===== src/rtl/tpu_pkg.sv =====
// tpu_pkg: shared TPU instruction widths, the decoded instruction type and the bit-to-field converter.
package tpu_pkg;
    localparam int INSTR_WIDTH       = 80;
    localparam int LOWER_WORD_WIDTH  = 32;
    localparam int MIDDLE_WORD_WIDTH = 32;
    localparam int UPPER_WORD_WIDTH  = 16;
    localparam int INSTR_FIFO_DEPTH  = 16;

    typedef struct packed {
        logic [23:0] buffer_addr;
        logic [15:0] acc_addr;
        logic [31:0] length;
        logic [7:0]  opcode;
    } instr_type;

    function automatic instr_type bit_to_instr(input logic [INSTR_WIDTH-1:0] b);
        instr_type r;
        r.opcode      = b[7:0];
        r.length      = b[39:8];
        r.acc_addr    = b[55:40];
        r.buffer_addr = b[79:56];
        return r;
    endfunction
endpackage


===== src/rtl/instr_fifo_assembler_if.sv =====
// instr_fifo_assembler_if: host beat writes, consumer handshake and FIFO status.
// INSTR_FIFO_ERR_EN adds the sticky error flags and their clear.
interface instr_fifo_assembler_if
    import tpu_pkg::*;
#(
    parameter int FIFO_DEPTH = INSTR_FIFO_DEPTH,
    localparam int CNT_WIDTH = $clog2(FIFO_DEPTH) + 1
);
    logic [LOWER_WORD_WIDTH-1:0]  lower_word_i;
    logic [MIDDLE_WORD_WIDTH-1:0] middle_word_i;
    logic [UPPER_WORD_WIDTH-1:0]  upper_word_i;
    logic                         lower_we_i;
    logic                         middle_we_i;
    logic                         upper_we_i;
    instr_type                    instr_o;
    logic                         instr_valid_o;
    logic                         instr_ready_i;
    logic                         full_o;
    logic                         empty_o;
    logic [CNT_WIDTH-1:0]         count_o;
`ifdef INSTR_FIFO_ERR_EN
    logic                         overflow_o;
    logic                         seq_err_o;
    logic                         err_clear_i;

    modport slave (
        input  lower_word_i, middle_word_i, upper_word_i, lower_we_i, middle_we_i, upper_we_i,
        input  instr_ready_i, err_clear_i,
        output instr_o, instr_valid_o, full_o, empty_o, count_o, overflow_o, seq_err_o
    );
    modport master (
        output lower_word_i, middle_word_i, upper_word_i, lower_we_i, middle_we_i, upper_we_i,
        output instr_ready_i, err_clear_i,
        input  instr_o, instr_valid_o, full_o, empty_o, count_o, overflow_o, seq_err_o
    );
`else
    modport slave (
        input  lower_word_i, middle_word_i, upper_word_i, lower_we_i, middle_we_i, upper_we_i,
        input  instr_ready_i,
        output instr_o, instr_valid_o, full_o, empty_o, count_o
    );
    modport master (
        output lower_word_i, middle_word_i, upper_word_i, lower_we_i, middle_we_i, upper_we_i,
        output instr_ready_i,
        input  instr_o, instr_valid_o, full_o, empty_o, count_o
    );
`endif
endinterface


===== src/rtl/instr_fifo_assembler_sync_fifo.sv =====
// sync_fifo: first-word-fall-through FIFO with occupancy count; a push while full only lands if a pop frees the slot.
module sync_fifo #(
    parameter int WIDTH = 80,
    parameter int DEPTH = 16,
    localparam int CW = $clog2(DEPTH) + 1
) (
    input  logic             clk,
    input  logic             rst_n,
    input  logic             push,
    input  logic             pop,
    input  logic [WIDTH-1:0] wdata,
    output logic [WIDTH-1:0] rdata,
    output logic             full,
    output logic             empty,
    output logic [CW-1:0]    count
);
    localparam int AW = $clog2(DEPTH);

    logic [WIDTH-1:0] mem [DEPTH];
    logic [AW-1:0]    wr_ptr;
    logic [AW-1:0]    rd_ptr;
    logic             do_pop;
    logic             do_push;

    assign full    = count == CW'(DEPTH);
    assign empty   = count == '0;
    assign do_pop  = pop && !empty;
    assign do_push = push && (!full || do_pop);
    // Gated so the head reads zero while nothing valid is stored.
    assign rdata   = empty ? '0 : mem[rd_ptr];

    always_ff @(posedge clk or negedge rst_n) begin
        if (!rst_n) begin
            wr_ptr <= '0;
            rd_ptr <= '0;
            count  <= '0;
        end else begin
            if (do_push) wr_ptr <= wr_ptr + 1'b1;
            if (do_pop) rd_ptr <= rd_ptr + 1'b1;
            count <= count + CW'(do_push) - CW'(do_pop);
        end
    end

    always_ff @(posedge clk) begin
        if (do_push) mem[wr_ptr] <= wdata;
    end
endmodule


===== src/rtl/instr_fifo_assembler.sv =====
// instr_fifo_assembler: gathers three host beats into an 80-bit instruction and queues it for the control unit.
// Define INSTR_FIFO_ERR_EN for sticky overflow/sequence-error flags.
module instr_fifo_assembler
    import tpu_pkg::*;
#(
    parameter int FIFO_DEPTH = INSTR_FIFO_DEPTH,
    localparam int CNT_WIDTH = $clog2(FIFO_DEPTH) + 1
) (
    input logic                  clk,
    input logic                  rst_n,
    instr_fifo_assembler_if.slave bus
);
    logic [LOWER_WORD_WIDTH-1:0]  lo_reg;
    logic [MIDDLE_WORD_WIDTH-1:0] mid_reg;
    logic                         lo_vld;
    logic                         mid_vld;
    logic                         lo_set;
    logic                         mid_set;
    logic                         push_req;
    logic                         pop;
    logic [INSTR_WIDTH-1:0]       bits;
    logic [INSTR_WIDTH-1:0]       head;

    // Same-cycle beat writes bypass the holding registers into the commit.
    assign lo_set   = lo_vld || bus.lower_we_i;
    assign mid_set  = mid_vld || bus.middle_we_i;
    assign push_req = bus.upper_we_i && lo_set && mid_set;
    assign bits     = {bus.upper_word_i,
                       bus.middle_we_i ? bus.middle_word_i : mid_reg,
                       bus.lower_we_i ? bus.lower_word_i : lo_reg};
    assign pop      = bus.instr_valid_o && bus.instr_ready_i;

    always_ff @(posedge clk or negedge rst_n) begin
        if (!rst_n) begin
            lo_reg  <= '0;
            mid_reg <= '0;
            lo_vld  <= 1'b0;
            mid_vld <= 1'b0;
        end else begin
            if (bus.lower_we_i) lo_reg <= bus.lower_word_i;
            if (bus.middle_we_i) mid_reg <= bus.middle_word_i;
            lo_vld  <= !bus.upper_we_i && lo_set;
            mid_vld <= !bus.upper_we_i && mid_set;
        end
    end

    sync_fifo #(.WIDTH(INSTR_WIDTH), .DEPTH(FIFO_DEPTH)) u_fifo (
        .clk   (clk),
        .rst_n (rst_n),
        .push  (push_req),
        .pop   (pop),
        .wdata (bits),
        .rdata (head),
        .full  (bus.full_o),
        .empty (bus.empty_o),
        .count (bus.count_o)
    );

    assign bus.instr_valid_o = !bus.empty_o;
    assign bus.instr_o       = bit_to_instr(head);

`ifdef INSTR_FIFO_ERR_EN
    logic drop;
    logic seq_bad;

    assign drop    = push_req && bus.full_o && !pop;
    assign seq_bad = bus.upper_we_i && !(lo_set && mid_set);

    // A set event in the same cycle as a clear keeps the flag set.
    always_ff @(posedge clk or negedge rst_n) begin
        if (!rst_n) begin
            bus.overflow_o <= 1'b0;
            bus.seq_err_o  <= 1'b0;
        end else begin
            bus.overflow_o <= drop || (bus.overflow_o && !bus.err_clear_i);
            bus.seq_err_o  <= seq_bad || (bus.seq_err_o && !bus.err_clear_i);
        end
    end
`endif
endmodule


===== src/flat_wrapper.sv =====
// flat-port wrapper written by rule: the top's interface ports become plain ports
module instr_fifo_assembler_flat import tpu_pkg::*;
#(
    parameter int FIFO_DEPTH = INSTR_FIFO_DEPTH,
    localparam int CNT_WIDTH = $clog2(FIFO_DEPTH) + 1
)
  (clk, rst_n, bus_lower_word_i, bus_middle_word_i, bus_upper_word_i, bus_lower_we_i, bus_middle_we_i, bus_upper_we_i, bus_instr_ready_i, bus_instr_o, bus_instr_valid_o, bus_full_o, bus_empty_o, bus_count_o);
  instr_fifo_assembler_if #(.FIFO_DEPTH(FIFO_DEPTH)) bus_i ();
  input logic clk;
  input logic rst_n;
  input wire logic [$bits(bus_i.lower_word_i)-1:0] bus_lower_word_i;
  input wire logic [$bits(bus_i.middle_word_i)-1:0] bus_middle_word_i;
  input wire logic [$bits(bus_i.upper_word_i)-1:0] bus_upper_word_i;
  input wire logic [$bits(bus_i.lower_we_i)-1:0] bus_lower_we_i;
  input wire logic [$bits(bus_i.middle_we_i)-1:0] bus_middle_we_i;
  input wire logic [$bits(bus_i.upper_we_i)-1:0] bus_upper_we_i;
  input wire logic [$bits(bus_i.instr_ready_i)-1:0] bus_instr_ready_i;
  output wire logic [$bits(bus_i.instr_o)-1:0] bus_instr_o;
  output wire logic [$bits(bus_i.instr_valid_o)-1:0] bus_instr_valid_o;
  output wire logic [$bits(bus_i.full_o)-1:0] bus_full_o;
  output wire logic [$bits(bus_i.empty_o)-1:0] bus_empty_o;
  output wire logic [$bits(bus_i.count_o)-1:0] bus_count_o;
  assign bus_i.lower_word_i = bus_lower_word_i;
  assign bus_i.middle_word_i = bus_middle_word_i;
  assign bus_i.upper_word_i = bus_upper_word_i;
  assign bus_i.lower_we_i = bus_lower_we_i;
  assign bus_i.middle_we_i = bus_middle_we_i;
  assign bus_i.upper_we_i = bus_upper_we_i;
  assign bus_i.instr_ready_i = bus_instr_ready_i;
  assign bus_instr_o = bus_i.instr_o;
  assign bus_instr_valid_o = bus_i.instr_valid_o;
  assign bus_full_o = bus_i.full_o;
  assign bus_empty_o = bus_i.empty_o;
  assign bus_count_o = bus_i.count_o;
  instr_fifo_assembler #(.FIFO_DEPTH(FIFO_DEPTH)) u_core (.clk(clk), .rst_n(rst_n), .bus(bus_i));
endmodule

===== config.mk =====
export PLATFORM = sky130hd
export DESIGN_NAME = instr_fifo_assembler_flat
export DESIGN_NICKNAME = d
export VERILOG_FILES = /design/src/rtl/tpu_pkg.sv /design/src/rtl/instr_fifo_assembler_if.sv /design/src/rtl/instr_fifo_assembler_sync_fifo.sv /design/src/rtl/instr_fifo_assembler.sv /design/src/flat_wrapper.sv
export SDC_FILE = /design/constraint.sdc
export NUM_CORES = 1
export LEC_CHECK = 0
export ABC_CLOCK_PERIOD_IN_PS = 8000
export CORE_ASPECT_RATIO = 1.25
export CORE_UTILIZATION = 45
export DETAILED_ROUTE_END_ITERATION = 10
export HOLD_SLACK_MARGIN = 0.03
export PLACE_DENSITY = 0.64
export SLEW_MARGIN = 30
export SYNTH_ARGS = -nofsm -noshare
export SYNTH_HDL_FRONTEND = slang
export SYNTH_HIERARCHICAL = 1
export SYNTH_SLANG_ARGS = --single-unit

===== constraint.sdc =====
create_clock -name clk -period 8 [get_ports clk]
set_input_delay 2 -clock clk [delete_from_list [all_inputs] [get_ports clk]]
set_output_delay 2 -clock clk [all_outputs]
set_load 0.02 [all_outputs]

## Word level (Yosys, flattened, before mapping)

Memory sizes are Yosys's and may differ from the RTL's.
Index checks and enable logic that the tools add are counted.

- Register bits after elaboration: 79
- Memory bits (writable): 1,280
- Output and inout bits: 88
- Memories kept: 1

Memory list:

| memory | words | width | read ports | clocked after Yosys merged registers in | wr ports | RTL line | source |
|---|---|---|---|---|---|---|---|
| u_core.u_fifo.mem | 16 | 80 | 1 | 0 | 1 | instr_fifo_assembler_sync_fifo.sv:19 | `logic [WIDTH-1:0] mem [DEPTH];` |

- $add $sub $neg: 4
- Eq/ne operators: 1
- Muxes and demuxes: 5
- Reduce and logical (&&, ||, !) cells: 14

Operators with widths:

| cell | number |
|---|---|
| 80-bit two-way mux | 1 |
| 32-bit two-way mux | 2 |
| 4-bit by 1-bit adder with 4-bit output, second input constant | 2 |
| 1-bit logical AND | 7 |
| 5-bit by 1-bit adder with 5-bit output | 1 |
| 5-bit equality test, second input constant | 1 |
| 5-bit logical NOT | 1 |
| 5-bit by 1-bit subtractor with 5-bit output | 1 |
| 1-bit logical NOT | 3 |
| 1-bit logical OR | 3 |
| 1-bit two-way mux | 2 |

## Longest topological paths before layout

- Depth after elaboration: 8
- Depth in mapped cells: 17

## Modules after synthesis

Netlist, hierarchy kept.

Modules (own cells, without submodules):

| module | instances | cells each | area an instance (um^2) | seq. area each (um^2) |
|---|---|---|---|---|
| sync_fifo | 1 | 2,029 | 48,758.0 | 38,762.2 |
| instr_fifo_assembler | 1 | 143 | 2,766.4 | 1,651.6 |

## Least setup slack after synthesis

OpenSTA, ideal clock, no wires.

- Kind: input port to flip-flop
- Start: input bus_lower_we_i
- End: memory u_core.u_fifo.mem[3][0], enable pin
- Library setup time: 0.616 ns
- Data arrival time: 8.439 ns
- Path slack: -1.055 ns
- Cell stages on the path: 7
- Cells stage by stage: buf_6 buf_12 o221a_2 o41a_1 clkbuf_1 nand2_1 nor3_1

- Cells in the longest elaborated chain, start to end: 6

Ends and longest elaborated chain:

| item | RTL line | source |
|---|---|---|
| start: declaration | flat_wrapper.sv:14 | `input wire logic [$bits(bus_i.lower_we_i)-1:0] bus_lower_we_i;` |
| 1-bit logical OR | instr_fifo_assembler.sv:25 | `assign lo_set = lo_vld \|\| bus.lower_we_i;` |
| 1-bit logical AND (2 in a row) | instr_fifo_assembler.sv:27 | `assign push_req = bus.upper_we_i && lo_set && mid_set;` |
| via u_core.push_req | instr_fifo_assembler.sv:19 | `logic push_req;` |
| 1-bit logical AND | instr_fifo_assembler_sync_fifo.sv:28 | `assign do_push = push && (!full \|\| do_pop);` |
| 1-bit two-way mux | instr_fifo_assembler_sync_fifo.sv:45 | `if (do_push) mem[wr_ptr] <= wdata;` |
| 1-bit two-way mux (not written as such) | instr_fifo_assembler_sync_fifo.sv:45 |  |
| end: declaration | instr_fifo_assembler_sync_fifo.sv:19 |  |

The timed path passes the listed nets, and every way through them passes these cells.

## Final worst setup path

- Start: register u_core.u_fifo.rd_ptr[2]
- End: output bus_instr_o[0]

- Cells in the longest elaborated chain, start to end: 2

Ends and longest elaborated chain:

| item | RTL line | source |
|---|---|---|
| start: declaration | instr_fifo_assembler_sync_fifo.sv:21 | `logic [AW-1:0] rd_ptr;` |
| start signal: assignment | instr_fifo_assembler_sync_fifo.sv:39 | `if (do_pop) rd_ptr <= rd_ptr + 1'b1;` |
| memory read 16 x 80 bit | - |  |
| 80-bit two-way mux | instr_fifo_assembler_sync_fifo.sv:30 | `assign rdata = empty ? '0 : mem[rd_ptr];` |
| end: declaration | flat_wrapper.sv:18 | `output wire logic [$bits(bus_i.instr_o)-1:0] bus_instr_o;` |

Every way passes these cells.

==> results list <==
* Max FFs per register: 1280
- Proportion of layout cells with a drive suffix above 1: 26.4%
- STA classifies the critical path startpoint as a register.
- The final layout contains 2511 nets.
- Data arrives at the worst endpoint at 4.13 ns.
- Across the VDD grid, the largest voltage drop is 0.292 mV.
* Syn Std Cell Area: 51500 um2
* Total of flip-flops plus latches after synthesis: 1359
* Hold Slack: 0.503 ns
- Slew @ Worst Pin: 0.983 ns
* Pre-Repair DR Iteration Count: 5
- Switching share of power: 30.0%
- In this run the tool buffered the top-level ports with 173 buffer cells.
- Share of the synthesized area in the top cell type: 74.6%
- Across all register-to-register paths, the minimum setup slack is 4.15 ns.
- The worst hold path begins at u_core/mid_vld.
- The floorplan step set the die height to 380 um.
* Maximum buffer depth of the clock tree: 3
- The number of clock buffers added by TritonCTS is 121.
* Post-synthesis share of cell area spent on full adders, half adders and majority gates: 0.306%
- Post-CTS Repair Setup Buffers: 0
* Core region area: 113000 um2
- Routed vias: 23.4k
- Number of distinct library cells after synthesis: 40
- Destination of the worst hold path: u_core/mid_vld
- The worst setup path is of the reg -> out kind.
* Global-route wire length before repair: 170000 um
* Setup repair after global routing missed its margin: false
- After synthesis, the largest family of logic cells by area is multiplexers.
- Cell internal power was estimated by the tool at 14400 uW.
- Crit-path cells: buf_16 > buf_4 > mux4_2 > mux2i_1 > o21ai_0 > clkdlybuf4s50_1
- Sum of net half-perimeters after detailed placement: 60600 um
* GPL Wtd Cong: 0.712
* Leading post-synthesis cells by cell area: edfxtp_1 (75%), mux4_2 (14%), dfrtp_1 (3.8%)
- The largest total area in the synthesized netlist belongs to edfxtp_1.
* Commonest non-fill, non-tap cells in the layout: edfxtp_1 (1280), mux4_2 (320), clkdlybuf4s50_1 (170), clkbuf_16 (122), dfrtp_1 (76)
- Commonest non-fill, non-tap cell in the layout: edfxtp_1
* Cell type of the slowest stage on the worst timing path: dfrtp_4
- Pwr dens: 346 nW/um2
- Based on the critical path, the design can be clocked at up to 163 MHz.
- The via count of the first global-routing pass is 24.7k.
- In this run the static leakage power is 0.0190 uW.
- Critical path endpoint category: output pin
* Synthesis Warnings: 6
- The run finished with clean final reports.
* Total Negative Setup Slacks: 0 ns
* Highest cell delay on the worst timing path: 0.74 ns
* Sequential power share: 41.3%
- At the end of the flow the core is filled with cells to 52.3%.
* Aggregate routed wire length: 116000 um
- Minimum clock period: 6.13 ns
* Crit path from: u_core/u_fifo/rd_ptr[2]
* PnR worst setup slack: 1.87 ns
- The final-report hold violation count came to 0.
- The floorplan step set the die width to 305 um.
* Mean instance size in the synthesized netlist: 23.7 um2
- I/O pins: 174
- For the final database, setup skew stands at 0.0254 ns.
* Largest net degree at the start of global routing: 88
- Final count of pins violating max slew: 0
* GRT Resource Usage Total: 20.2%
- TritonCTS built the clock tree.
* Number of antenna violations at the first check in global routing: 3
* Final setup violation count: 0
* Root cell of the clock tree: clkbuf_16
- Placed cell count: 3759
- Hold-fix buffer count after cts: 0
- Gate power share: 30.6%
- Post-layout instance count excluding filler cells: 3990
* Cell type group with the largest total delay on the critical path: buffers and inverters
- Area of the die: 116000 um2
- In the synthesized netlist, mux cells make up 17.1% of the area.
- Counting instances, the worst hold path has a depth of 1.
* Antenna-violating nets left: 0
- For the worst-skew pair, the clock arrives at the later sink with an insertion delay of 0.73 ns.
- Resized Gates After CTS: 0
* Async SR Flop Fraction: 5.81%
- After floorplanning, the core was divided into 138 placement rows.
- Synthesized-area fraction occupied by and/or/nand/nor cells: 0.408%
- Counting flops with a built-in enable in the synthesized netlist gives 1280.
- Required @ worst endpoint: 6.00 ns
- Before CTS, the worst setup slack after placement is 2.56 ns.
- Number of antenna repair diodes: 0
- Area grow syn2layout: 15.2%
* Clock Pin Slew Worst Setup and Hold Paths: 0.07 ns
* Max transition margin: 34.5%
- The initial utilization of the core area, before any placement, comes to 45.4%.
- In the final routed layout, each cell accounts on average for 29.1 um.
* Maxcap violations: 0
- Final period util: 76.7%
- For the worst flop-to-flop path, the logic depth is 10.
- For this run, the leading register cell type out of synthesis is edfxtp_1.
- Synthesized-area fraction occupied by ao, oa, aoi and oai cells: 2.24%
- Global routing finished with a remaining overflow of 0.
- H-tree levels: 3
* R2r startpoint: u_core/u_fifo/count[2]
- Number of buffers and inverters on the critical path: 3
- Worst R2R End: u_core/u_fifo/mem[0][6]
- The clock network accounts for 28.1% of the total power.
- Summed over all nets, the switching power comes to 6160 uW.
* DR iter-0 viols: 2220
- Gate count of the mapped netlist: 2172
- Syn Nets: 2270
- Average via count per standard cell: 5.86
- The min-delay analysis places its worst path in the category reg -> reg.
* Maximum fanout along the worst path: 48
- In the routed design, unresolved DRC markers number 0.
- Sinks on the clock net: 1359
* XOR/XNOR Fraction of Synth Area: 0.170%
- Sequential cell area fraction in the yosys report: 78.4%
[power by group through the flow]
| stage | combinational (uW) | clock (uW) | sequential, uW |
|---|---|---|---|
| after detailed placement | 6340 | 0 | 8670 |
| after CTS | 6360 | 5890 | 8520 |
| after global placement | 6220 | 0 | 8690 |
| after floorplan | 4120 | 0 | 8500 |
| after global routing | 6680 | 6130 | 8500 |
| final | 6290 | 5770 | 8470 |
[Yosys cell counts, drive strengths merged, types with 2 or more instances]
master / n
nand2b: 2
a22oi: 64
buf: 73
inv: 12
nor2: 16
ha: 11
a221o: 15
a21oi: 2
dfrtp: 79
mux4: 320
mux2: 65
xnor2: 8
and3: 3
nand2: 10
nor3: 7
o21ai: 65
clkbuf: 45
xor2: 2
edfxtp: 1280
o21ba: 2
a22o: 15
nand3: 2
mux2i: 66
[routing by layer]
metal | vias up | wire [um] | track usage [%]
li1 | 9719 | - | -
met1 | 12800 | 47200 | 26.8
met2 | 680 | 60800 | 35.3
met3 | 143 | 5540 | 2.42
met4 | 4 | 2390 | 5.83
met5 | - | 27 | 0
[cell type report]
type                       instances  area (um2)
multi-input combinational        683       10600
timing repair buffer             236        2490
sequential                      1359       40400
inverter                          12        45.0
fill                            8472       54100
clock inverter                    72         697
tap                             1470        1840
clock buffer                     158        3270
[worst register-to-register path, delay by kind of cell (launching register included)]
kind / cells / cell delay (ns)
compound gates: 1 / 0.44
simple gates: 4 / 1.16
flops: 1 / 0.38
buf+inv: 4 / 1.24
fa+ha+maj: 1 / 0.21
[per-stage QoR]
step           power (uW)  instance area (um2)
2_1_floorplan       12600                51500
3_3_place_gp        14900                55300
3_5_place_dp        15000                55400
4_1_cts             20800                59300
5_1_grt             21300                59400
6_report            20500                59400
[kinds of logic (layout without fill, tap and decap cells)]
family                   Yosys count  in the layout
XOR/XNOR                          10             10
AND/OR/NAND/NOR                   43             43
adder cells (fa/ha/maj)           12             12
buffers and inverters            130            478
flip-flops                      1359           1359
multiplexers                     451            451
AO/OA/AOI/OAI                    167            167
[worst max path at each step]
| stage | endpoint | depth (start not counted) |
|---|---|---|
| 6_report | bus_instr_o[0] | 6 |
| 3_5_place_dp | bus_instr_o[0] | 6 |
| 3_3_place_gp | bus_instr_o[48] | 5 |
| 2_1_floorplan | u_core/u_fifo/mem[15][0] | 7 |
| 4_1_cts | bus_instr_o[0] | 6 |
| 5_1_grt | bus_instr_o[0] | 6 |
Note: power is estimated with default switching activity, not from simulation.
==> edit, RTL diff (same settings) <==
Compare `count` against `CW'(DEPTH)` with >= in place of ==.
--- a/src/rtl/instr_fifo_assembler_sync_fifo.sv
+++ b/src/rtl/instr_fifo_assembler_sync_fifo.sv
@@ -23,5 +23,5 @@
     logic             do_push;
 
-    assign full    = count == CW'(DEPTH);
+    assign full    = count >= CW'(DEPTH);
     assign empty   = count == '0;
     assign do_pop  = pop && !empty;
Formal check against the unedited RTL: no difference found for any inputs over 4 cycles, from zero or initial values and one cycle with rst_n low; that may be too few to reach the edited logic, so the function may still have changed.
==> edit against the unedited design <==
- worst setup slack got worse by 170 ps
- power increased by 5.5%
- die area is 1.4% higher
- cell area is 2.0% higher
- wire length grew 3.4%
- area after synthesis is 1.4% higher
- non-clock buffer count up 10
- sequential cell count did not move
- critical path type unchanged
- critical endpoint is now bus_instr_o[20]
==> edit: results (changes against the unedited design) <==
| Metric | Value |
|---|---|
| Status | `completed` |
| Worst slack, placed | `1890 ps (-675 ps)` |
| Fin nets | `2,785 (+11%)` |
| Synth top area cells | `edfxtp_1 74%, mux4_2 10%, dfrtp_1 3.8%` |
| DRT Wirelength | `120 mm (+3.4%)` |
| H-tree depth | `4 (+1)` |
| Worst-margin pin slew | `903 ps (-79.7 ps)` |
| Worst hold-check path type | `flop to flop` |
| Clk_lat worst skew | `760 ps (+30 ps)` |
| Detailed placement HPWL | `64.4 mm (+6.3%)` |
| R2R Setup Slk | `4180 ps (+30 ps)` |
| First-pass GRT wire length | `176 mm (+3.9%)` |
| Routing usage on met1 | `0.272 (+0.00435)` |
| Initial antenna violation count | `4 (+1)` |
| Clk buf depth | `3 (unchanged)` |
| Vias in the first global route | `26,300 (+6.7%)` |
| Register area share after synthesis | `0.773 (-0.0110)` |
| CTS Buf Count | `130 (+7.4%)` |
| Met2 GRT Util | `0.348 (-0.00504)` |
| RePlAce Congestion | `0.752 (+5.6%)` |
| Vias | `25,100 (+7.3%)` |
| Largest net degree at the start of global routing | `156 (+77%)` |
| Hold slack | `495 ps (-8.13 ps)` |
| Syn_nets | `2,552 (+12%)` |
| Max IR drop VDD | `0.226 mV (-23%)` |
| Static leakage power | `0.0197 uW (+3.5%)` |
| Iteration-0 DRC Markers | `2,362 (+6.4%)` |
| Layout cells sized above 1 | `0.220 (-0.0438)` |
| Setup Skew | `24.8 ps (-0.536 ps)` |
| Arrival @ worst endpoint | `4300 ps (+170 ps)` |
| Grt met3 use | `0.0420 (+0.0178)` |
| Min Tclk post-route | `6300 ps (+166 ps)` |
-- edit: cell types whose count changed after synthesis, sizes merged, moves of 15 or more --
cell / unedited run / this run
mux2i: 66 / 163
o21ai: 65 / 2
clkbuf: 45 / 70
a22o: 15 / 0
nand2: 10 / 89
a22oi: 64 / 158
o211ai: 0 / 79
nand3: 2 / 81
a221o: 15 / 0
mux4: 320 / 239
-- edit: final cells by class --
type	instances	area (um2)
repair buffers	246	2620
clock inverters	63	686
fillers	8764	54400
flip-flops and latches	1359	40400
multi-input cells	936	11200
inverters	14	52.6
clock buffers	176	3620
well taps	1551	1940
diodes	1	2.50
-- edit: per-stage QoR --
stage	std cells	total power, uW	instance area (um2)
after detailed placement	4104	15700	56200
after global placement	4096	15500	56000
after global routing	4346	22400	60600
after CTS	4343	21900	60500
after floorplan	2454	12900	52300
final	4346	21600	60600
-- edit: kinds of logic after synthesis --
family	share of synthesized area
AOI/OAI and AO/OA	0.0373
adders and majority gates	0.00302
and+or+nand+nor	0.0171
buffers and inverters	0.0154
muxes	0.152
DFF	0.773
xor gates and xnor gates	0.00168
-- edit: worst max-delay path, cell delays in order, from the launching register on --
cell,delay (ps)
dfrtp_1,380
inv_1,90
ha_1,190
or4b_4,230
and2_4,720
buf_4,480
a22oi_1,160
o211ai_1,510
clkdlybuf4s50_1,720
-- edit: final timing paths --
path | from | endpoint | cells after the start
setup / recovery | u_core/u_fifo/count[2] | bus_instr_o[20] | 8
hold / removal | u_core/mid_vld | u_core/mid_vld | 1
setup reg to reg | u_core/u_fifo/count[2] | u_core/u_fifo/mem[10][55] | 10
hold reg to reg | u_core/mid_vld | u_core/mid_vld | 1
max in group asynchronous | rst_n | u_core/u_fifo/rd_ptr[2] | 2
min in group asynchronous | rst_n | u_core/lo_reg[19] | 1
-- edit: power breakdown --
| part | internal, uW | total [uW] | switching, uW |
|---|---|---|---|
| clock network | 3590 | 6200 | 2610 |
| logic | 3030 | 7050 | 4020 |
| registers | 8170 | 8400 | 222 |
| total | 14800 | 21600 | 6850 |
-- edit: metal layers --
metal / share of wire / wire length, um
met1: 0.41 / 48700
met2: 0.51 / 60800
met4: 0.024 / 2920
met5: 0.00028 / 34
met3: 0.062 / 7460
